**src/rtl/axil_dot_ctrl_if.sv**
```systemverilog
`default_nettype none
// ============================================================================
//  Module   : axil_dot_ctrl_if
//  Purpose  : AXI4-Lite bus bundle (no strobes, no prot) used by the
//             dot-product controller register block.
//  Modports : master - drives AW/W/AR valids, bready, rready
//             slave  - drives the ready signals, B and R channels
//  Revision : 1.0 - initial release
// ============================================================================
interface axil_dot_ctrl_if #(
  parameter int DATA_W = 32
);
  logic [4:0]        awaddr;
  logic              awvalid;
  logic              awready;
  logic [DATA_W-1:0] wdata;
  logic              wvalid;
  logic              wready;
  logic [1:0]        bresp;
  logic              bvalid;
  logic              bready;
  logic [4:0]        araddr;
  logic              arvalid;
  logic              arready;
  logic [DATA_W-1:0] rdata;
  logic [1:0]        rresp;
  logic              rvalid;
  logic              rready;

  modport master (
    output awaddr, awvalid, wdata, wvalid, bready, araddr, arvalid, rready,
    input  awready, wready, bresp, bvalid, arready, rdata, rresp, rvalid
  );

  modport slave (
    input  awaddr, awvalid, wdata, wvalid, bready, araddr, arvalid, rready,
    output awready, wready, bresp, bvalid, arready, rdata, rresp, rvalid
  );
endinterface
`default_nettype wire

```
**src/rtl/axil_dot_ctrl.sv**
```systemverilog
`default_nettype none
// ============================================================================
//  Module   : axil_dot_ctrl
//  Purpose  : AXI4-Lite register block and phase sequencer for a dot-product
//             engine (FETCH -> COMPUTE -> WRITE).
//  Ports    : clk, rst (async, active-low)
//             axi          - AXI4-Lite slave (axil_dot_ctrl_if.slave)
//             start_fetch / start_compute / start_write - 1-cycle phase pulses
//             eng_done, eng_result - engine phase-complete and result
//             vec_a_addr, vec_b_addr, out_addr, vec_len - config registers
//             irq          - STATUS.done & CTRL.irq_en (level)
//  Register map (byte offsets):
//             0x00 CTRL   b0 start (W1S, reads 0), b1 irq_en
//             0x04 STATUS b0 busy (RO), b1 done (W1C), b2 timeout (W1C)
//             0x08 A_ADDR 0x0C B_ADDR 0x10 OUT_ADDR 0x14 LEN 0x18 RESULT (RO)
//             anything else: SLVERR, read 0, write dropped
//  Options  : `define DP_TIMEOUT_EN to abort a phase after 65535 cycles
//             without eng_done (sets STATUS.timeout).
//  Revision : 1.0 - initial release
// ============================================================================
module axil_dot_ctrl #(
  parameter int DATA_W = 32,
  parameter int LEN_W  = 16
) (
  input  wire                clk,
  input  wire                rst,
  axil_dot_ctrl_if.slave     axi,
  output logic               start_fetch,
  output logic               start_compute,
  output logic               start_write,
  input  wire                eng_done,
  input  wire [DATA_W-1:0]   eng_result,
  output logic [DATA_W-1:0]  vec_a_addr,
  output logic [DATA_W-1:0]  vec_b_addr,
  output logic [DATA_W-1:0]  out_addr,
  output logic [LEN_W-1:0]   vec_len,
  output logic               irq
);

  localparam logic [1:0] c_resp_okay   = 2'b00;
  localparam logic [1:0] c_resp_slverr = 2'b10;

  typedef enum logic [1:0] {
    S_IDLE    = 2'd0,
    S_FETCH   = 2'd1,
    S_COMPUTE = 2'd2,
    S_WRITE   = 2'd3
  } state_t;

  state_t            state_q, state_d;
  logic              irq_en_q, irq_en_d;
  logic              done_q, done_d;
  logic              timeout_q, timeout_d;
  logic [DATA_W-1:0] a_addr_q, a_addr_d;
  logic [DATA_W-1:0] b_addr_q, b_addr_d;
  logic [DATA_W-1:0] out_addr_q, out_addr_d;
  logic [LEN_W-1:0]  len_q, len_d;
  logic [DATA_W-1:0] result_q, result_d;
  logic              start_fetch_q, start_fetch_d;
  logic              start_compute_q, start_compute_d;
  logic              start_write_q, start_write_d;
  logic              bvalid_q, bvalid_d;
  logic [1:0]        bresp_q, bresp_d;
  logic              rvalid_q, rvalid_d;
  logic [DATA_W-1:0] rdata_q, rdata_d;
  logic [1:0]        rresp_q, rresp_d;
`ifdef DP_TIMEOUT_EN
  logic [15:0]       cnt_q, cnt_d;
`endif

  logic              w_wr_hs;
  logic              w_rd_hs;
  logic              w_busy;
  logic              w_start_req;
  logic [DATA_W-1:0] w_rd_data;
  logic              w_rd_err;
  logic              w_unused;

  // Ready outputs are combinational; gating with rst keeps them low while
  // reset is asserted so no transfer is accepted during reset.
  assign w_wr_hs     = rst & axi.awvalid & axi.wvalid & ~bvalid_q;
  assign axi.awready = w_wr_hs;
  assign axi.wready  = w_wr_hs;
  assign axi.arready = rst & ~rvalid_q;
  assign w_rd_hs     = axi.arvalid & axi.arready;
  assign w_busy      = (state_q != S_IDLE);

  assign axi.bvalid  = bvalid_q;
  assign axi.bresp   = bresp_q;
  assign axi.rvalid  = rvalid_q;
  assign axi.rdata   = rdata_q;
  assign axi.rresp   = rresp_q;

  assign start_fetch   = start_fetch_q;
  assign start_compute = start_compute_q;
  assign start_write   = start_write_q;
  assign vec_a_addr    = a_addr_q;
  assign vec_b_addr    = b_addr_q;
  assign out_addr      = out_addr_q;
  assign vec_len       = len_q;
  assign irq           = done_q & irq_en_q;

  // Byte-lane bits of the addresses carry no information (word aligned).
  assign w_unused = ^{axi.awaddr[1:0], axi.araddr[1:0]};

  // Read mux works on current register contents, so a read coincident with
  // a write (including a STATUS W1C) returns the pre-write value.
  always_comb begin
    w_rd_data = '0;
    w_rd_err  = 1'b0;
    case (axi.araddr[4:2])
      3'd0: w_rd_data[1]       = irq_en_q;
      3'd1: w_rd_data[2:0]     = {timeout_q, done_q, w_busy};
      3'd2: w_rd_data          = a_addr_q;
      3'd3: w_rd_data          = b_addr_q;
      3'd4: w_rd_data          = out_addr_q;
      3'd5: w_rd_data[LEN_W-1:0] = len_q;
      3'd6: w_rd_data          = result_q;
      default: w_rd_err        = 1'b1;
    endcase
  end

  always_comb begin
    state_d         = state_q;
    irq_en_d        = irq_en_q;
    done_d          = done_q;
    timeout_d       = timeout_q;
    a_addr_d        = a_addr_q;
    b_addr_d        = b_addr_q;
    out_addr_d      = out_addr_q;
    len_d           = len_q;
    result_d        = result_q;
    start_fetch_d   = 1'b0;
    start_compute_d = 1'b0;
    start_write_d   = 1'b0;
    bvalid_d        = bvalid_q;
    bresp_d         = bresp_q;
    rvalid_d        = rvalid_q;
    rdata_d         = rdata_q;
    rresp_d         = rresp_q;
    w_start_req     = 1'b0;
`ifdef DP_TIMEOUT_EN
    cnt_d           = cnt_q;
`endif

    // Response channels: hold until accepted.
    if (bvalid_q && axi.bready) bvalid_d = 1'b0;
    if (rvalid_q && axi.rready) rvalid_d = 1'b0;

    if (w_rd_hs) begin
      rvalid_d = 1'b1;
      rdata_d  = w_rd_data;
      rresp_d  = w_rd_err ? c_resp_slverr : c_resp_okay;
    end

    // Register writes. Config writes while busy are dropped but still OKAY.
    if (w_wr_hs) begin
      bvalid_d = 1'b1;
      bresp_d  = c_resp_okay;
      case (axi.awaddr[4:2])
        3'd0: begin
          irq_en_d = axi.wdata[1];
          if (axi.wdata[0] && !w_busy) w_start_req = 1'b1;
        end
        3'd1: begin
          if (axi.wdata[1]) done_d    = 1'b0;
          if (axi.wdata[2]) timeout_d = 1'b0;
        end
        3'd2: if (!w_busy) a_addr_d   = axi.wdata;
        3'd3: if (!w_busy) b_addr_d   = axi.wdata;
        3'd4: if (!w_busy) out_addr_d = axi.wdata;
        3'd5: if (!w_busy) len_d      = axi.wdata[LEN_W-1:0];
        3'd6: ;
        default: bresp_d = c_resp_slverr;
      endcase
    end

    // Phase sequencer; FSM-driven status updates take priority over W1C.
    case (state_q)
      S_IDLE: begin
        if (w_start_req) begin
          done_d    = 1'b0;
          timeout_d = 1'b0;
          if (len_q == '0) begin
            // Empty vector: finish immediately without touching the engine.
            result_d = '0;
            done_d   = 1'b1;
          end else begin
            state_d       = S_FETCH;
            start_fetch_d = 1'b1;
`ifdef DP_TIMEOUT_EN
            cnt_d         = '0;
`endif
          end
        end
      end
      S_FETCH: begin
        if (eng_done) begin
          state_d         = S_COMPUTE;
          start_compute_d = 1'b1;
`ifdef DP_TIMEOUT_EN
          cnt_d           = '0;
`endif
        end
      end
      S_COMPUTE: begin
        if (eng_done) begin
          result_d      = eng_result;
          state_d       = S_WRITE;
          start_write_d = 1'b1;
`ifdef DP_TIMEOUT_EN
          cnt_d         = '0;
`endif
        end
      end
      S_WRITE: begin
        if (eng_done) begin
          state_d = S_IDLE;
          done_d  = 1'b1;
        end
      end
      default: state_d = S_IDLE;
    endcase

`ifdef DP_TIMEOUT_EN
    // cnt_q counts completed idle cycles of the current phase; the cycle in
    // which it reads 65534 is the 65535th without eng_done.
    if (w_busy && !eng_done) begin
      if (cnt_q == 16'hFFFE) begin
        state_d   = S_IDLE;
        timeout_d = 1'b1;
        done_d    = 1'b0;
        cnt_d     = '0;
      end else begin
        cnt_d = cnt_q + 16'd1;
      end
    end
`endif
  end

  always_ff @(posedge clk or negedge rst) begin
    if (!rst) begin
      state_q         <= S_IDLE;
      irq_en_q        <= 1'b0;
      done_q          <= 1'b0;
      timeout_q       <= 1'b0;
      a_addr_q        <= '0;
      b_addr_q        <= '0;
      out_addr_q      <= '0;
      len_q           <= '0;
      result_q        <= '0;
      start_fetch_q   <= 1'b0;
      start_compute_q <= 1'b0;
      start_write_q   <= 1'b0;
      bvalid_q        <= 1'b0;
      bresp_q         <= 2'b00;
      rvalid_q        <= 1'b0;
      rdata_q         <= '0;
      rresp_q         <= 2'b00;
`ifdef DP_TIMEOUT_EN
      cnt_q           <= '0;
`endif
    end else begin
      state_q         <= state_d;
      irq_en_q        <= irq_en_d;
      done_q          <= done_d;
      timeout_q       <= timeout_d;
      a_addr_q        <= a_addr_d;
      b_addr_q        <= b_addr_d;
      out_addr_q      <= out_addr_d;
      len_q           <= len_d;
      result_q        <= result_d;
      start_fetch_q   <= start_fetch_d;
      start_compute_q <= start_compute_d;
      start_write_q   <= start_write_d;
      bvalid_q        <= bvalid_d;
      bresp_q         <= bresp_d;
      rvalid_q        <= rvalid_d;
      rdata_q         <= rdata_d;
      rresp_q         <= rresp_d;
`ifdef DP_TIMEOUT_EN
      cnt_q           <= cnt_d;
`endif
    end
  end

endmodule
`default_nettype wire

```
**src/flat_wrapper.sv**
```systemverilog
// flat-port wrapper written by rule: the top's interface ports become plain ports
module axil_dot_ctrl_flat 
#(
  parameter int DATA_W = 32,
  parameter int LEN_W  = 16
)
  (clk, rst, start_fetch, start_compute, start_write, eng_done, eng_result, vec_a_addr, vec_b_addr, out_addr, vec_len, irq, axi_awaddr, axi_awvalid, axi_wdata, axi_wvalid, axi_bready, axi_araddr, axi_arvalid, axi_rready, axi_awready, axi_wready, axi_bresp, axi_bvalid, axi_arready, axi_rdata, axi_rresp, axi_rvalid);
  axil_dot_ctrl_if #(.DATA_W(DATA_W)) axi_i ();
  input  wire clk;
  input  wire rst;
  output logic start_fetch;
  output logic start_compute;
  output logic start_write;
  input  wire eng_done;
  input  wire [DATA_W-1:0] eng_result;
  output logic [DATA_W-1:0] vec_a_addr;
  output logic [DATA_W-1:0] vec_b_addr;
  output logic [DATA_W-1:0] out_addr;
  output logic [LEN_W-1:0] vec_len;
  output logic irq;
  input wire logic [$bits(axi_i.awaddr)-1:0] axi_awaddr;
  input wire logic [$bits(axi_i.awvalid)-1:0] axi_awvalid;
  input wire logic [$bits(axi_i.wdata)-1:0] axi_wdata;
  input wire logic [$bits(axi_i.wvalid)-1:0] axi_wvalid;
  input wire logic [$bits(axi_i.bready)-1:0] axi_bready;
  input wire logic [$bits(axi_i.araddr)-1:0] axi_araddr;
  input wire logic [$bits(axi_i.arvalid)-1:0] axi_arvalid;
  input wire logic [$bits(axi_i.rready)-1:0] axi_rready;
  output wire logic [$bits(axi_i.awready)-1:0] axi_awready;
  output wire logic [$bits(axi_i.wready)-1:0] axi_wready;
  output wire logic [$bits(axi_i.bresp)-1:0] axi_bresp;
  output wire logic [$bits(axi_i.bvalid)-1:0] axi_bvalid;
  output wire logic [$bits(axi_i.arready)-1:0] axi_arready;
  output wire logic [$bits(axi_i.rdata)-1:0] axi_rdata;
  output wire logic [$bits(axi_i.rresp)-1:0] axi_rresp;
  output wire logic [$bits(axi_i.rvalid)-1:0] axi_rvalid;
  assign axi_i.awaddr = axi_awaddr;
  assign axi_i.awvalid = axi_awvalid;
  assign axi_i.wdata = axi_wdata;
  assign axi_i.wvalid = axi_wvalid;
  assign axi_i.bready = axi_bready;
  assign axi_i.araddr = axi_araddr;
  assign axi_i.arvalid = axi_arvalid;
  assign axi_i.rready = axi_rready;
  assign axi_awready = axi_i.awready;
  assign axi_wready = axi_i.wready;
  assign axi_bresp = axi_i.bresp;
  assign axi_bvalid = axi_i.bvalid;
  assign axi_arready = axi_i.arready;
  assign axi_rdata = axi_i.rdata;
  assign axi_rresp = axi_i.rresp;
  assign axi_rvalid = axi_i.rvalid;
  axil_dot_ctrl #(.DATA_W(DATA_W), .LEN_W(LEN_W)) u_core (.clk(clk), .rst(rst), .axi(axi_i), .start_fetch(start_fetch), .start_compute(start_compute), .start_write(start_write), .eng_done(eng_done), .eng_result(eng_result), .vec_a_addr(vec_a_addr), .vec_b_addr(vec_b_addr), .out_addr(out_addr), .vec_len(vec_len), .irq(irq));
endmodule
```
**config.mk**
```make
export PLATFORM = sky130hd
export DESIGN_NAME = axil_dot_ctrl_flat
export DESIGN_NICKNAME = d
export VERILOG_FILES = /design/src/rtl/axil_dot_ctrl_if.sv /design/src/rtl/axil_dot_ctrl.sv /design/src/flat_wrapper.sv
export SDC_FILE = /design/constraint.sdc
export NUM_CORES = 1
export LEC_CHECK = 0
export CAP_MARGIN = 20
export CORE_ASPECT_RATIO = 1.75
export CORE_MARGIN = 2
export CORE_UTILIZATION = 45
export CTS_CLUSTER_DIAMETER = 120
export DETAILED_ROUTE_END_ITERATION = 12
export PLACE_DENSITY = 0.76
export SYNTH_ARGS = -nofsm -noshare
export SYNTH_HDL_FRONTEND = slang
export SYNTH_SLANG_ARGS = --single-unit
```
**constraint.sdc**
```tcl
create_clock -name clk -period 4.9 [get_ports clk]
set_clock_uncertainty 0.05 [all_clocks]
set_input_delay 0.735 -clock clk [delete_from_list [all_inputs] [get_ports clk]]
set_output_delay 0.735 -clock clk [all_outputs]
set_load 0.02 [all_outputs]
```
==> out/metrics.yaml, run 1 <==
maxCapViolations: 0
track_usage_pct: 26.4
synthMostInstantiatedCell: "dfrtp_1"
worst_ep_required_time_ns: 4.12
synthTopCellsByArea: "dfrtp_1, mux2_2, nand2_1, o22ai_1, a221oi_1"
synth.cell_area_mm2: 0.00836
drtIter0Drc: 368
r2r_end: "u_core.result_q[30]$_DFFE_PN0P_"
fp.dieH_um: 184
grt_pass1_vias: 6815
rsz0062_at_grt: "no"
synth.largest_area_cell: "dfrtp_1"
start_kind: "input pin"
path_class: "input pin to primary output"
r2r_start: "u_core.vec_len[14]$_DFFE_PN0P_"
area_growth_pct: 38.1
gp_congestion: 0.895
ys_top_cells_by_count: "dfrtp_1, nand2_1, mux2_2"
worstPathArrival_ns: 2.28
antenna_found_initial: 1
cts_sinks: 188
dieArea_mm2: 0.0197
cts_tree: "yes"
maxSlewViolCount: 0
leakage_nw: 5.06
hpwl_um: 17700
ir_worst_vdd_mv: 0.246
cts_buffer_depth: 2
status: "completed"
route.met3.wl_um: 1200
crit_path_max_fanout: 7
cts_root_buf: "clkbuf_16"
ant_nets: 0
post-route-min-period_ns: 3.06
yosys.area_share.adder_pct: 0.749
num_vias: 6607
synth_top_family_by_area: "multiplexers"
cts_resized: 0
syn_inst: 691
top_layer: "met4"
wire_per_inst_um: 22.1
fin_ws_ns: 1.84
rows: 66
stdcell_area_mm2: 0.0115
drc: 0
synth.distinct_cells: 49
synth_compound_area_share_pct: 12.5
numCtsBuffers: 17
yosys.area_share.simple_pct: 8.61
grt-ovfl-total: 0
dpl_cell_area_mm2: 0.0109
p_per_area_mw_per_mm2: 473
clk_latency_ns: 0.43
cp-end-kind: "primary output"
wl_met2_um: 13900
ys_warn_count: 0
synth_area_per_cell_um2: 12.1
ys_ff_latch: 188
utilization_pct: 62.7
vias_per_cell: 5.69
grt_max_degree: 77
ff2ff_setup_slack_ns: 1.89
yosysTopAreaCellShare_pct: 56.3
grt_pass1_wl_um: 39300
cts_hold_buf: 0
min_path_type: "input pin to asynchronous set/reset pin"
htree_levels: 4
die_w_um: 107
post_cts_buffers: 0
period_share_pct: 62.5
routed_wl_um: 25700
relSlewSlack_pct: 29.3
holdWs_ns: 0.174
dp_slack_ns: 1.46
hold_violations: 0
fmax_mhz: 327
synth_edf_count: 0
async_flop_share_pct: 100
synthMuxAreaShare_pct: 18.6
coreArea_mm2: 0.0184
tns_ns: 0
r2r_cells: 5
clk_pin_slew_ns: 0.07
m1WireLength_um: 9700
io_buffers: 232
yosys.area_share.xor_xnor_pct: 0
io_pins: 239
stdcell_count: 1161
nNetsFinal: 996
drt_first_pass_iters: 5
max_slew.worst_pin.slew_ns: 1.06
ys.flop_type: "dfrtp_1"
synth.yosys.seq_area_share_pct: 56.3
total_power_mw: 5.46
dp_cells: 1126
start_util_pct: 45.4
setup_viol: 0
drive_gt1_share_pct: 19.2
worst max path at each step:
stage,from,endpoint,slack (ns),cells past startpoint
CTS,axi_awvalid,axi_awready,1.83,4
floorplan,axi_awvalid,u_core.vec_len[10]$_DFFE_PN0P_,2.79,5
finish,axi_awvalid,axi_awready,1.84,4
detailed placement,axi_awaddr[2],u_core.result_q[30]$_DFFE_PN0P_,1.46,6
global placement,axi_awaddr[2],u_core.result_q[24]$_DFFE_PN0P_,1.49,6
global route,axi_awaddr[2],u_core.result_q[0]$_DFFE_PN0P_,1.63,6
sequential cells by signal, indices dropped and copies added (netlist names):
register and cells:
u_core.state_q 2, u_core.vec_a_addr 32, u_core.timeout_q 1, u_core.result_q 32
u_core.start_write 1, u_core.vec_b_addr 32, u_core.axi.rresp 1, u_core.done_q 1
u_core.out_addr 32, u_core.start_fetch 1, u_core.start_compute 1, u_core.vec_len 16
u_core.axi.rdata 32, u_core.axi.bvalid 1, u_core.axi.bresp 1, u_core.axi.rvalid 1
u_core.irq_en_q 1
per-layer routing:
metal	GRT usage [%]	up-vias
li1	-	2963
met1	31.3	3331
met2	46.9	261
met3	4.07	52
met4	11.2	0
met5	0	-
where the power goes:
group | internal (mW) | leakage (nW) | switching [mW]
Clock | 0.667 | 0.261 | 0.650
Sequential | 1.94 | 2.51 | 0.306
Combinational | 0.917 | 2.29 | 0.985
Total | 3.52 | 5.06 | 1.94
area by class of cell:
| cell class | instances | area, um^2 |
|---|---|---|
| timing repair buffer | 251 | 2530 |
| inverter | 8 | 30.0 |
| clock inverter | 14 | 129 |
| multi-input combinational | 443 | 3420 |
| antenna | 2 | 5.00 |
| clock buffer | 17 | 425 |
| sequential | 188 | 4700 |
| fill | 1477 | 6870 |
| tap | 238 | 298 |
cells by family (layout without fill, tap and decap cells):
family          after synthesis  count (layout)
flops                       188             188
simple gates                153             153
compound gates              148             148
mux                         135             135
buf+inv                      61             290
fa+ha+maj                     5               5
other cells                   1               4
cell usage in the layout (no fill, tap or decap), types with 3 or more instances in the layout:
cell type and n:
a211oi_1 4, a21oi_1 7, a221oi_1 22, a222oi_1 6, a22o_1 22, buf_16 3, buf_4 16, clkbuf_16 17
clkdlybuf4s50_1 231, clkinvlp_4 4, dfrtp_1 188, ha_1 5, inv_1 7, inv_6 4, inv_8 3, mux2_1 6
mux2_2 104, mux2_4 10, mux2i_1 14, nand2_1 107, nand3_1 3, nor2_1 6, nor2b_1 6, nor3_1 4
nor4_1 6, o21ai_0 36, o22ai_1 32, o2bb2ai_1 10
critical path: stages:
cell and delay (ns):
clkdlybuf4s50_1 0.50, nand4b_4 0.17, inv_1 0.23, clkdlybuf4s50_1 0.64
Note: power is estimated with default switching activity, not from simulation.
==> inputs of run 2 (changes only) <==
- CORE_UTILIZATION: 45 -> 43
- clock period: 4.9 -> 2.5 ns (I/O delays scaled with it)
==> run 2 against run 1 <==
Against the previous run:
- register-to-register slack lost 1.7 ns
- clock power grew 98%
- non-clock buffer count grew 19
- via count grew 2.1%
- sequential power grew 98%
- critical path depth grew 2
- sequential share of layout area shrank 0.67 points
- die area grew 4.5%
- combinational power grew 98%
==> out/metrics.yaml, run 2 (synthesis gave the netlist of run 1 again) <==
grt_pass1_wl_um: 39900
drtIter0Drc: 356
io_buffers: 232
start_util_pct: 43.7
vias_per_cell: 5.71
cp_cell_sequence: "nor4_1 -> buf_4 -> nand4_1 -> nor3_4 -> buf_12 -> o22ai_1"
relSlewSlack_pct: 33.7
worstPathArrival_ns: 2.54
path_class: "register to register"
worst_ep_required_time_ns: 2.72
htree_levels: 4
cpMaxStageDelayCell: "nor4_1"
rows: 67
hpwl_um: 18600
status: "completed"
io_pins: 239
start_kind: "register"
hold_violations: 0
dieArea_mm2: 0.0206
ir_worst_vdd_mv: 0.533
cp.buffers_inverters: 2
layout_commonest_cell: "clkdlybuf4s50_1"
multi_input_area_mm2: 0.00343
tns_ns: 0
cp_top_family: "simple AND/OR/NAND/NOR gates"
cp-end-kind: "register"
cts_sinks: 188
utilization_pct: 61.4
routed_wl_um: 26400
track_usage_pct: 26.0
coreArea_mm2: 0.0191
drc: 0
nNetsFinal: 1015
antenna_found_initial: 0
grt_max_degree: 79
fmax_mhz: 430
crit_path_max_fanout: 32
max_slew.worst_pin.slew_ns: 0.995
max_stage_delay_ns: 0.54
setup_viol: 0
leakage_nw: 5.17
cts_tree: "yes"
seqCellArea_mm2: 0.00470
rsz0062_at_grt: "no"
num_vias: 6745
maxCapViolations: 0
dp_slack_ns: -0.0123
cts_buffer_depth: 2
min_path_type: "input pin to asynchronous set/reset pin"
clk_latency_ns: 0.43
grt_pass1_vias: 6937
n_antenna_cell: 0
p_per_area_mw_per_mm2: 920
grt-ovfl-total: 0
gp_congestion: 0.830
final_cell_mix: "clkdlybuf4s50_1, dfrtp_1, nand2_1, mux2_2, o21ai_0"
clk_pin_slew_ns: 0.07
ant_nets: 0
die_w_um: 109
post_cts_buffers: 0
cts_root_buf: "clkbuf_16"
fin_ws_ns: 0.174
n_fill_cell: 1542
numCtsBuffers: 17
fp.dieH_um: 188
period_share_pct: 93.0
drt_first_pass_iters: 5
area_growth_pct: 40.4
drive_gt1_share_pct: 20.8
wire_per_inst_um: 22.4
maxSlewViolCount: 0
post-route-min-period_ns: 2.33
[run 2: metal layers]
layer	track usage [%]	vias up	share of wire [%]
li1	-	3020	-
met1	29.4	3404	37
met2	46.0	263	54
met3	4.84	58	4.9
met4	12.2	0	4.3
met5	0	-	0
[run 2: layout make-up]
| cell class | count | share of cell area [%] |
|---|---|---|
| timing repair buffer | 270 | 23.1 |
| multi-input combinational | 443 | 29.2 |
| clock buffer | 18 | 3.66 |
| sequential | 188 | 40.1 |
| inverter | 8 | 0.256 |
| clock inverter | 14 | 1.10 |
| tap | 241 | 2.57 |
[run 2: metrics by stage]
stage | hold WS [ns] | instances | area [um^2] | power, mW
6_report | 0.0402 | 1182 | 11700 | 10.8
5_1_grt | 0.0802 | 1182 | 11700 | 11.3
4_1_cts | 0.0544 | 1182 | 11700 | 10.9
3_5_place_dp | 0.166 | 1149 | 11200 | 8.22
3_3_place_gp | 0.166 | 1149 | 11200 | 8.12
2_1_floorplan | 0.0294 | 692 | 8360 | 6.32
[run 2: where the power goes]
group	switching, mW	internal [mW]	total (mW)
sequential	0.636	3.80	4.43
clock	1.29	1.31	2.61
combinational	1.91	1.85	3.76
total	3.84	6.96	10.8
[run 2: worst paths after layout]
kind / from / endpoint / slack, ns / depth (start not counted)
max: u_core.vec_len[14]$_DFFE_PN0P_ / u_core.result_q[8]$_DFFE_PN0P_ / 0.17 / 6
min: rst / u_core.axi.bresp[1]$_DFFE_PN0P_ / 0.04 / 2
max reg2reg: u_core.vec_len[14]$_DFFE_PN0P_ / u_core.result_q[8]$_DFFE_PN0P_ / 0.17 / 6
min reg2reg: u_core.axi.rdata[11]$_DFFE_PN0P_ / u_core.axi.rdata[11]$_DFFE_PN0P_ / 0.43 / 2
max in group asynchronous: rst / u_core.vec_b_addr[0]$_DFFE_PN0P_ / 1.11 / 3
min in group clk: rst / u_core.axi.bresp[1]$_DFFE_PN0P_ / 0.32 / 3
[run 2: what timing repair did]
action / 4_1_cts / 5_1_grt
hold buffers: 1 / 0
resized for setup: 0 / 0
hold endpoints to repair: 5 / 0
==> inputs of run 3 (changes only) <==
- CELL_PAD_IN_SITES_DETAIL_PLACEMENT: not set -> 1
- CELL_PAD_IN_SITES_GLOBAL_PLACEMENT: not set -> 1
- CORE_UTILIZATION: 43 -> 34
- PLACE_DENSITY: 0.76 -> not set
- PLACE_DENSITY_LB_ADDON: not set -> 0.1
==> run 3 against run 2 <==
Against the previous run:
- die area up 26%
- count of clock-buffer cells in the layout up 2
- via count up 1.1%
- sequential share of layout area down 0.78 points
- worst hold slack better by 0.26 ns
- sequential cell count unchanged
- critical path type unchanged
- largest power group unchanged
==> out/metrics.yaml, run 3 (synthesis gave the netlist of run 1 again) <==
htree_levels: 4
fp.dieH_um: 211
hpwl_um: 21400
drc: 0
r2r_cells: 6
grt_pass1_vias: 7786
ir_worst_vdd_mv: 0.564
num_vias: 6820
vias_per_cell: 5.44
maxCapViolations: 0
grt-ovfl-total: 0
fmax_mhz: 430
utilization_pct: 49.6
n_antenna_cell: 0
hold_violations: 0
grt_max_degree: 70
area_growth_pct: 43.2
drt_first_pass_iters: 6
ff2ff_setup_slack_ns: 0.18
max_stage_delay_ns: 0.58
min_path_type: "input pin to asynchronous set/reset pin"
leakage_nw: 5.25
rows: 75
cp_cell_sequence: "nor4_1 -> buf_4 -> nand4_1 -> nor3_4 -> buf_4 -> o22ai_1"
dieArea_mm2: 0.0259
start_kind: "register"
worstPathArrival_ns: 2.59
tns_ns: 0
p_per_area_mw_per_mm2: 932
drive_gt1_share_pct: 21.6
post_cts_buffers: 0
wire_per_inst_um: 24.3
cp-end-kind: "register"
grt_pass1_wl_um: 46300
ant_nets: 0
max_slew.worst_pin.slew_ns: 1.04
cts_buffer_depth: 2
track_usage_pct: 24.3
maxSlewViolCount: 0
r2r_start: "u_core.vec_len[14]$_DFFE_PN0P_"
numCtsBuffers: 17
routed_wl_um: 30400
crit_path_max_fanout: 11
cts_hold_buf: 2
period_share_pct: 93.0
crit_top_cell: "buf_4"
path_class: "register to register"
clk_latency_ns: 0.45
worst_ep_required_time_ns: 2.77
drtIter0Drc: 345
r2r_end: "u_core.result_q[8]$_DFFE_PN0P_"
clk_pin_slew_ns: 0.07
gp_congestion: 0.791
cts_root_buf: "clkbuf_16"
io_buffers: 232
cp_top_family: "simple AND/OR/NAND/NOR gates"
cpMaxStageDelayCell: "nor4_1"
post-route-min-period_ns: 2.32
cts_resized: 0
start_util_pct: 34.7
setup_viol: 0
nNetsFinal: 1020
io_pins: 239
relSlewSlack_pct: 30.9
cp.buffers_inverters: 2
layout_commonest_cell: "clkdlybuf4s50_1"
final_cell_mix: "clkdlybuf4s50_1, dfrtp_1, nand2_1, mux2_2, o21ai_0"
cts_sinks: 188
status: "completed"
holdWs_ns: 0.303
rsz0062_at_grt: "no"
coreArea_mm2: 0.0241
antenna_found_initial: 2
die_w_um: 123
cts_tree: "yes"
run 3: cell types whose count changed in the layout (fill, tap and decap cells not counted), moves of 2 or more:
cell and delta:
buf_12 +5, bufinv_16 +2, clkbuf_8 +3, inv_6 -2, inv_8 -2
run 3: power by group:
group          switching [mW]  total [mW]  internal [mW]
clock network            1.23        2.79           1.56
registers               0.645        4.44           3.80
logic                    2.01        3.91           1.91
total                    3.88        11.1           7.27
run 3: cell type report:
class	instances	area [um^2]
Timing Repair Buffer	275	2810
Clock buffer	20	467
Tap cell	308	385
Inverter	8	30.0
Clock inverter	12	138
Multi-Input combinational cell	443	3430
Fill cell	2498	12100
Sequential cell	188	4700
run 3: worst max path at each step:
stage / startpoint / to / slack, ns / cells after the start
CTS: u_core.vec_len[14]$_DFFE_PN0P_ / u_core.result_q[1]$_DFFE_PN0P_ / 0.08 / 6
finish: u_core.vec_len[14]$_DFFE_PN0P_ / u_core.result_q[8]$_DFFE_PN0P_ / 0.18 / 6
floorplan: u_core.state_q[0]$_DFFE_PN0P_ / u_core.vec_len[10]$_DFFE_PN0P_ / 0.43 / 8
detailed placement: axi_araddr[3] / u_core.axi.rdata[19]$_DFFE_PN0P_ / 0.02 / 6
global placement: axi_araddr[3] / u_core.axi.rdata[22]$_DFFE_PN0P_ / 0.06 / 6
global route: u_core.axi.bvalid$_DFFE_PN0P_ / axi_wready / 0.07 / 3
run 3: per-stage QoR:
step / cell area, um^2 / worst slack (ns) / cells / total power, mW
floorplan: 8360 / 0.427 / 692 / 6.32
global placement: 11300 / 0.0635 / 1220 / 8.27
detailed placement: 11300 / 0.0163 / 1220 / 8.43
CTS: 12000 / 0.0793 / 1254 / 11.3
global route: 12000 / 0.0750 / 1254 / 11.7
finish: 12000 / 0.176 / 1254 / 11.1
run 3: metal layers:
metal	vias up	track usage, %	share of wire (%)
met5	-	0	0.043
met4	2	9.31	2.8
met3	54	6.38	5.5
met2	229	44.9	56
met1	3520	25.7	36
li1	3015	-	-
run 3: worst register-to-register path: cells and delay by family, from the launching register on:
| kind | cells | cell delay (ns) |
|---|---|---|
| buffers and inverters | 2 | 0.46 |
| DFF | 1 | 0.45 |
| and+or+nand+nor | 3 | 1.13 |
| AOI/OAI and AO/OA | 1 | 0.12 |
